<file path="config.mk">
export PLATFORM = sky130hd
export DESIGN_NAME = morse_tx
export DESIGN_NICKNAME = d
export VERILOG_FILES = /design/src/rtl/morse_tx.sv
export SDC_FILE = /design/constraint.sdc
export NUM_CORES = 1
export LEC_CHECK = 0
export ABC_CLOCK_PERIOD_IN_PS = 4360
export CORE_ASPECT_RATIO = 0.7
export CORE_MARGIN = 1
export CORE_UTILIZATION = 40
export CTS_BUF_LIST = sky130_fd_sc_hd__clkbuf_8
export CTS_CLUSTER_SIZE = 24
export DETAILED_ROUTE_END_ITERATION = 8
export GPL_TIMING_DRIVEN = 0
export PLACE_DENSITY = 0.59
export SLEW_MARGIN = 20
export SYNTH_ARGS = -nofsm -noshare
export SYNTH_HDL_FRONTEND = slang
export SYNTH_SLANG_ARGS = --single-unit
</file>
<file path="constraint.sdc">
create_clock -name clk_100MHz -period 4.36 [get_ports clk_100MHz]
set_input_delay 0.436 -clock clk_100MHz [delete_from_list [all_inputs] [get_ports clk_100MHz]]
set_output_delay 0.436 -clock clk_100MHz [all_outputs]
set_load 0.01 [all_outputs]
</file>
<file path="src/rtl/morse_tx.sv">
// Morse code transmitter: accepts 6-bit character codes over valid/ready and
// keys key_out with standard dot/dash unit timing from an internal pattern ROM.
module morse_tx #(
    parameter int UNIT_CYCLES = 12_000_000,
    parameter int CNT_W       = $clog2(7 * UNIT_CYCLES + 1)
) (
    input  logic       clk_100MHz,
    input  logic       reset_n,
    input  logic [5:0] char_data,
    input  logic       char_valid,
    output logic       char_ready,
    output logic       key_out,
    output logic       busy,
    output logic       char_err
);

    typedef enum logic [2:0] {
        IDLE,
        MARK,
        ELEM_GAP,
        CHAR_GAP,
        WORD_GAP
    } state_e;

    localparam logic [CNT_W-1:0] DOT_CNT  = CNT_W'(UNIT_CYCLES - 1);
    localparam logic [CNT_W-1:0] DASH_CNT = CNT_W'(3 * UNIT_CYCLES - 1);
    localparam logic [CNT_W-1:0] WORD_CNT = CNT_W'(4 * UNIT_CYCLES - 1);
    localparam logic [CNT_W-1:0] CNT_ONE  = CNT_W'(1);
    localparam logic [5:0]       WORD_CODE = 6'd36;

    // {len[2:0], pat[4:0]}; elements are sent from pat[len-1] down to pat[0], 1 = dash.
    function automatic logic [7:0] morse_rom(input logic [5:0] code);
        logic [7:0] entry;
        entry = 8'h00;
        case (code)
            6'd0:  entry = {3'd2, 5'b00001}; // A
            6'd1:  entry = {3'd4, 5'b01000}; // B
            6'd2:  entry = {3'd4, 5'b01010}; // C
            6'd3:  entry = {3'd3, 5'b00100}; // D
            6'd4:  entry = {3'd1, 5'b00000}; // E
            6'd5:  entry = {3'd4, 5'b00010}; // F
            6'd6:  entry = {3'd3, 5'b00110}; // G
            6'd7:  entry = {3'd4, 5'b00000}; // H
            6'd8:  entry = {3'd2, 5'b00000}; // I
            6'd9:  entry = {3'd4, 5'b00111}; // J
            6'd10: entry = {3'd3, 5'b00101}; // K
            6'd11: entry = {3'd4, 5'b00100}; // L
            6'd12: entry = {3'd2, 5'b00011}; // M
            6'd13: entry = {3'd2, 5'b00010}; // N
            6'd14: entry = {3'd3, 5'b00111}; // O
            6'd15: entry = {3'd4, 5'b00110}; // P
            6'd16: entry = {3'd4, 5'b01101}; // Q
            6'd17: entry = {3'd3, 5'b00010}; // R
            6'd18: entry = {3'd3, 5'b00000}; // S
            6'd19: entry = {3'd1, 5'b00001}; // T
            6'd20: entry = {3'd3, 5'b00001}; // U
            6'd21: entry = {3'd4, 5'b00001}; // V
            6'd22: entry = {3'd3, 5'b00011}; // W
            6'd23: entry = {3'd4, 5'b01001}; // X
            6'd24: entry = {3'd4, 5'b01011}; // Y
            6'd25: entry = {3'd4, 5'b01100}; // Z
            6'd26: entry = {3'd5, 5'b11111}; // 0
            6'd27: entry = {3'd5, 5'b01111}; // 1
            6'd28: entry = {3'd5, 5'b00111}; // 2
            6'd29: entry = {3'd5, 5'b00011}; // 3
            6'd30: entry = {3'd5, 5'b00001}; // 4
            6'd31: entry = {3'd5, 5'b00000}; // 5
            6'd32: entry = {3'd5, 5'b10000}; // 6
            6'd33: entry = {3'd5, 5'b11000}; // 7
            6'd34: entry = {3'd5, 5'b11100}; // 8
            6'd35: entry = {3'd5, 5'b11110}; // 9
            default: entry = 8'h00;
        endcase
        return entry;
    endfunction

    logic [1:0]       rst_sync_q;
    logic             rst_int_n;
    state_e           state_q, state_d;
    logic [CNT_W-1:0] cnt_q, cnt_d;
    logic [4:0]       pat_q, pat_d;
    logic [2:0]       idx_q, idx_d;
    logic             err_q, err_d;

    logic             accept;
    logic [7:0]       rom_entry;
    logic [2:0]       first_idx;

    // Reset asserts asynchronously but releases in step with the clock.
    always_ff @(posedge clk_100MHz or negedge reset_n) begin
        if (!reset_n) begin
            rst_sync_q <= 2'b00;
        end else begin
            rst_sync_q <= {rst_sync_q[0], 1'b1};
        end
    end
    assign rst_int_n = rst_sync_q[1];

    // NOTE: sequential state uses non-blocking assignments so every flop samples pre-edge values.
    always_ff @(posedge clk_100MHz or negedge rst_int_n) begin
        if (!rst_int_n) begin
            state_q <= IDLE;
            cnt_q   <= '0;
            pat_q   <= '0;
            idx_q   <= '0;
            err_q   <= 1'b0;
        end else begin
            state_q <= state_d;
            cnt_q   <= cnt_d;
            pat_q   <= pat_d;
            idx_q   <= idx_d;
            err_q   <= err_d;
        end
    end

    assign accept    = char_valid && char_ready;
    assign rom_entry = morse_rom(char_data);
    assign first_idx = rom_entry[7:5] - 3'd1;

    // NOTE: every signal gets a default up front so no path through the case infers a latch.
    always_comb begin
        state_d = state_q;
        cnt_d   = cnt_q;
        pat_d   = pat_q;
        idx_d   = idx_q;
        err_d   = 1'b0;

        case (state_q)
            MARK: begin
                if (cnt_q == '0) begin
                    if (idx_q == 3'd0) begin
                        state_d = CHAR_GAP;
                        cnt_d   = DASH_CNT;
                    end else begin
                        state_d = ELEM_GAP;
                        cnt_d   = DOT_CNT;
                        idx_d   = idx_q - 3'd1;
                    end
                end else begin
                    cnt_d = cnt_q - CNT_ONE;
                end
            end
            ELEM_GAP: begin
                if (cnt_q == '0) begin
                    state_d = MARK;
                    cnt_d   = pat_q[idx_q] ? DASH_CNT : DOT_CNT;
                end else begin
                    cnt_d = cnt_q - CNT_ONE;
                end
            end
            CHAR_GAP, WORD_GAP: begin
                if (cnt_q == '0) begin
                    state_d = IDLE;
                end else begin
                    cnt_d = cnt_q - CNT_ONE;
                end
            end
            default: ;
        endcase

        // A new character may start straight out of the last gap cycle.
        if (accept) begin
            if (char_data < WORD_CODE) begin
                state_d = MARK;
                pat_d   = rom_entry[4:0];
                idx_d   = first_idx;
                cnt_d   = rom_entry[first_idx] ? DASH_CNT : DOT_CNT;
            end else if (char_data == WORD_CODE) begin
                state_d = WORD_GAP;
                cnt_d   = WORD_CNT;
            end else begin
                state_d = IDLE;
                err_d   = 1'b1;
            end
        end
    end

    always_comb begin
        key_out    = (state_q == MARK);
        busy       = (state_q != IDLE);
        char_ready = (state_q == IDLE) ||
                     (((state_q == CHAR_GAP) || (state_q == WORD_GAP)) && (cnt_q == '0));
        char_err   = err_q;
    end

endmodule

</file>
Word-level counts from Yosys, hierarchy flattened
Memory sizes are Yosys's and may differ from the RTL's.
Index checks and enable logic that the tools add are counted.
Word-level totals
  flip-flop bits (word level): 41
  output and inout port bits: 4
  memories kept: 1
  input bits: 9
  word-level logic and storage cells: 63
  ROM bits: 512
Cells by class
  equality and inequality tests: 8
  reduce and logical (&&, ||, !) cells: 12
  add/subtract/negate cells: 3
  muxes and demuxes: 30
  $lt $le $gt $ge: 3
Memories
  (no name shown): depth 64, bits a word 8, rd ports 1, clocked after memory_dff 0, wr ports 0, RTL line 35  | case (code)
Operators by type and width (number)
  $mux 27: 6
  $pmux 27 s3: 1
  $mux 26: 3
  $mux 3: 11
  $logic_not 27->1: 1
  $sub 27x1->27 const B: 1
  $pmux 3 s3: 1
  $lt 3x4->1 const B: 2
  $bmux 1 s3: 2
  $eq 3x2->1 const B: 2
  $eq 6x6->1 const B: 1
  $logic_not 3->1: 2
  $lt 6x6->1 const B: 1
  $mux 1: 6
  $ne 3x3->1 const B: 2
  $sub 3x1->3 const B: 2
  $reduce_and 4->1: 1
  $reduce_bool 4->1: 1
  $eq 3x1->1 const B: 1
  $eq 3x3->1 const B: 1
  $ne 3x1->1 const B: 1
  $reduce_bool 3->1: 1
  $logic_and 1x1->1: 2
  $logic_or 1x1->1: 2
  2 further kinds: 2

Logic depth before layout (Yosys ltp)
  word-level depth: 8
  depth in mapped cells: 11
  depth with buffers taken out: 10

Worst setup path after synthesis
No wires, ideal clock.
  path type: input to register
  start: input port char_data[0]
  end: register cnt_q[14]
  slack: 1.636 ns
  required time: 4.239 ns
  path buffers: 1
  data arrival time: 2.603 ns
  stages on the path: 11
  setup time: 0.121 ns
  cells stage by stage: inv_1 -> ha_1 -> buf_2 -> nor3_1 -> a211oi_1 -> o311ai_0 -> ha_1 -> xor2_1 -> a21oi_1 -> o311a_1 -> o22a_1
On the way
  longest elaborated chain between the ends: 7
  elaborated cells between the ends (all ways): 10
  classes of those cells: 1 x add/sub; 1 x order compare; 1 x eq/ne; 6 x mux; 1 x memory
Ends and longest elaborated chain
  from (decl): RTL line 9  | input logic [5:0] char_data,
  $mem_v2 64x8
  $sub 3x1->3: RTL line 118  | assign first_idx = rom_entry[7:5] - 3'd1;
  $bmux 1 s3: RTL line 167  | cnt_d = rom_entry[first_idx] ? DASH_CNT : DOT_CNT;
  $mux 1 (not written as such): RTL line 167
  $mux 26: RTL line 167
  $mux 27 (*): RTL line 163  | if (char_data < WORD_CODE) begin
  $mux 27 (*): RTL line 162  | if (accept) begin
  named net cnt_d[14]: RTL line 80  | logic [CNT_W-1:0] cnt_q, cnt_d;
  to (signal assigned): RTL line 109  | cnt_q <= cnt_d;
  to (decl): RTL line 80
Mark *: on every way through the listed nets, which the timed path passes. The rest lies on a longest branch. The select of a mux whose other input is x is not followed.
A chain may end at the register's enable or synchronous reset.

Worst setup path after layout
  start: input port char_data[0]
  end: register cnt_q[17]
The elaborated chain is that of the path after synthesis.

==> results.ini <==
[run_status]
status = completed

[finish]
fin_nets = 455
antennaDiodeCount = 0
syn2layout_area_growth_pct = 11.0
final_area_um2 = 3690
drive_gt1_share_pct = 10.1

[critical_path]
crit_buf_inv = 3
endpoint_kind = register
critPathLaunchType = input pin
critPathMaxStageDelay_ps = 660
crit_type = input pin to register
crit_path_max_fanout = 9
cp.arrival_ps = 3910
path_delay_family = compound AO/OA/AOI/OAI gates
slowest_stage = clkdlybuf4s50_1
crit_chain = clkdlybuf4s50_1 -> inv_1 -> ha_1 -> clkbuf_1 -> nor3_1 -> a211oi_1 -> o311ai_0 -> ha_1 -> xor2_1 -> nor3b_1 -> o311a_1 -> o221ai_1
crit_path_frequent_cell = ha_1
worstPathRequired_ps = 4540

[worst_hold_path]
hold_class = register to asynchronous set/reset pin

[detailed_routing]
post-route-drc-count = 0
drt_iter0_drc = 260
totalWireLength_um = 9950
vias_per_cell = 6.18
drt_first_pass_iters = 5
post_drt_wl_per_cell_um = 18.5
vias = 3317
final_antenna_net_count = 0

[synthesis]
synth_edf_count = 0
synth_commonest_cells = 44 x nor2_1, 41 x dfrtp_1, 38 x nand2_1
async_reset_ff_share_pct = 100
avgSynthCellArea_um2 = 7.99
synthSimpleGateAreaFrac_pct = 27.0
yosysWarnings = 0
synth_top_family_by_area = simple AND/OR/NAND/NOR gates
syn_area_um2 = 3320
yosysSeqAreaShare_pct = 30.9
syn-num-nets = 435
muxShareOfSynthArea_pct = 3.80
synth_compound_area_share_pct = 26.5
synth_ff_type = dfrtp_1
synth.area.top_cells = dfrtp_1 31%, nor2_1 5.0%, nand2_1 4.3%
synth_xor_area_share_pct = 2.37
postSynthCellCount = 416
yosysMostFrequentCell = nor2_1
synth_top_area_cell = dfrtp_1
synth-seq-cells = 41
synth_cell_type_count = 70
synth_top_area_share_pct = 30.9
synth_adder_area_share_pct = 3.76

[clocking]
insertion_delay_ps = 310
cts_tree = yes
numCtsBuffers = 5
cts_resized = 0
cts-htree-levels = 2
clock-root-buffer = clkbuf_8
cts_setup_buffers = 0
cts_max_path_buffers = 2
clock_sinks = 41
path_clk_slew_ps = 90
cts_hold_buf = 0

[global_route]
first_global_vias = 2989
grt_overflow = 0
antenna_found_initial = 0
track_usage_pct = 24.0
grt_pass1_wl_um = 16000
grt_max_degree = 22

[floorplanning]
initial_core_util_pct = 41.7
die_w_um = 111
core-area_um2 = 7970
num_rows = 27
fp.dieH_um = 78.3
io_pins = 13
dieArea_um2 = 8690

[timing]
setup_viol = 0
timing.fmax_mhz = 268
setup_tns_ps = 0
tightest_slew_ps = 739
final_max_slew_viol_count = 0
maxSlewHeadroom_pct = 50.3
fin_crit_sh_pct = 85.5
rsz0062_at_grt = false
finalClockSkew_ps = 13.7
hold_viol = 0
fin_crit_ps = 3730

[power]
leakage_nw = 1.45
cellPowerDensity_nw_per_um2 = 315
ir_worst_vdd_mv = 0.229

[placed_design]
place_area_um2 = 3600
dp_hpwl_um = 7530
globalplace.congestion = 0.935
port-buffer-count = 12

[flow_run]
drv_cap = 0

flip-flops by register name, indices dropped and copies added, names as in the netlist:
| name | cells |
|---|---|
| state_q | 3 |
| pat_q | 5 |
| char_err | 1 |
| cnt_q | 27 |
| idx_q | 3 |
| rst_sync_q | 2 |
cell type report:
cell class	instances	area [um^2]
fill	806	4280
multi-input combinational	335	2110
sequential	41	1030
timing repair buffer	13	148
buffer	26	133
tap	101	126
clock buffer	6	82.6
inverter	14	52.6
clock inverter	1	7.51
worst register-to-register path, delay by kind of cell, from the launching register on:
kind            cells  cell delay, ps
compound gates      2             270
buf+inv             2             720
simple gates        4            1500
mux                 1             170
flops               1             360
logic make-up after synthesis:
kind of cell | after synthesis
XOR/XNOR | 9
flip-flops | 41
buffers and inverters | 40
AO/OA/AOI/OAI | 135
other | 1
AND/OR/NAND/NOR | 169
adder cells (fa/ha/maj) | 10
multiplexers | 11
path summary, 6_finish.rpt:
path / endpoint / slack, ps / from / cells after the start
max reg2reg: state_q[0] / 1230 / cnt_q[20] / 9
min: cnt_q[5] / 220 / rst_sync_q[1] / 0
max in group asynchronous: cnt_q[12] / 3660 / rst_sync_q[1] / 1
min in group clk_100MHz: rst_sync_q[1] / 360 / rst_sync_q[0] / 0
max: cnt_q[17] / 630 / char_data[0] / 12
min reg2reg: cnt_q[5] / 220 / rst_sync_q[1] / 0
routing by layer:
metal / wire length, um / track usage (%) / up-vias / part of all wire, %
met4: 93 / 5.62 / 0 / 0.94
met1: 5420 / 38.7 / 1585 / 54
li1: - / - / 1575 / -
met2: 3700 / 32.1 / 146 / 37
met5: 0 / 0 / - / 0
met3: 733 / 3.71 / 11 / 7.4
through the flow:
step	total power (W)	hold slack, ps	utilization, %	setup slack, ps	std cells
6_report	0.00116	220	46.3	631	537
2_1_floorplan	0.000793	140	-	1640	416
5_1_grt	0.00124	266	46.3	337	537
4_1_cts	0.00116	242	46.3	672	537
3_5_place_dp	0.000896	247	45.2	333	530
3_3_place_gp	0.000886	337	44.8	403	529
cell usage in the layout (no fill, tap or decap), types with 7 or more instances in the layout:
cell	count
o22ai_1	7
a21oi_1	28
clkdlybuf4s50_1	12
a31oi_1	8
inv_1	13
nand2b_1	10
ha_1	10
o21ai_0	24
mux2i_1	7
nand3_1	11
nand4_1	7
a22oi_1	8
buf_2	10
nor2_1	44
dfrtp_1	40
nor4_1	7
o21ai_1	15
nand2_1	38
nor3_1	14
clkbuf_1	11
report_power, final:
group | internal (W) | switching (W) | total (W)
registers | 0.000436 | 0.0000753 | 0.000511
clock network | 0.000125 | 0.000141 | 0.000266
logic | 0.000155 | 0.000232 | 0.000387
Note: power is estimated with default switching activity, not from simulation.
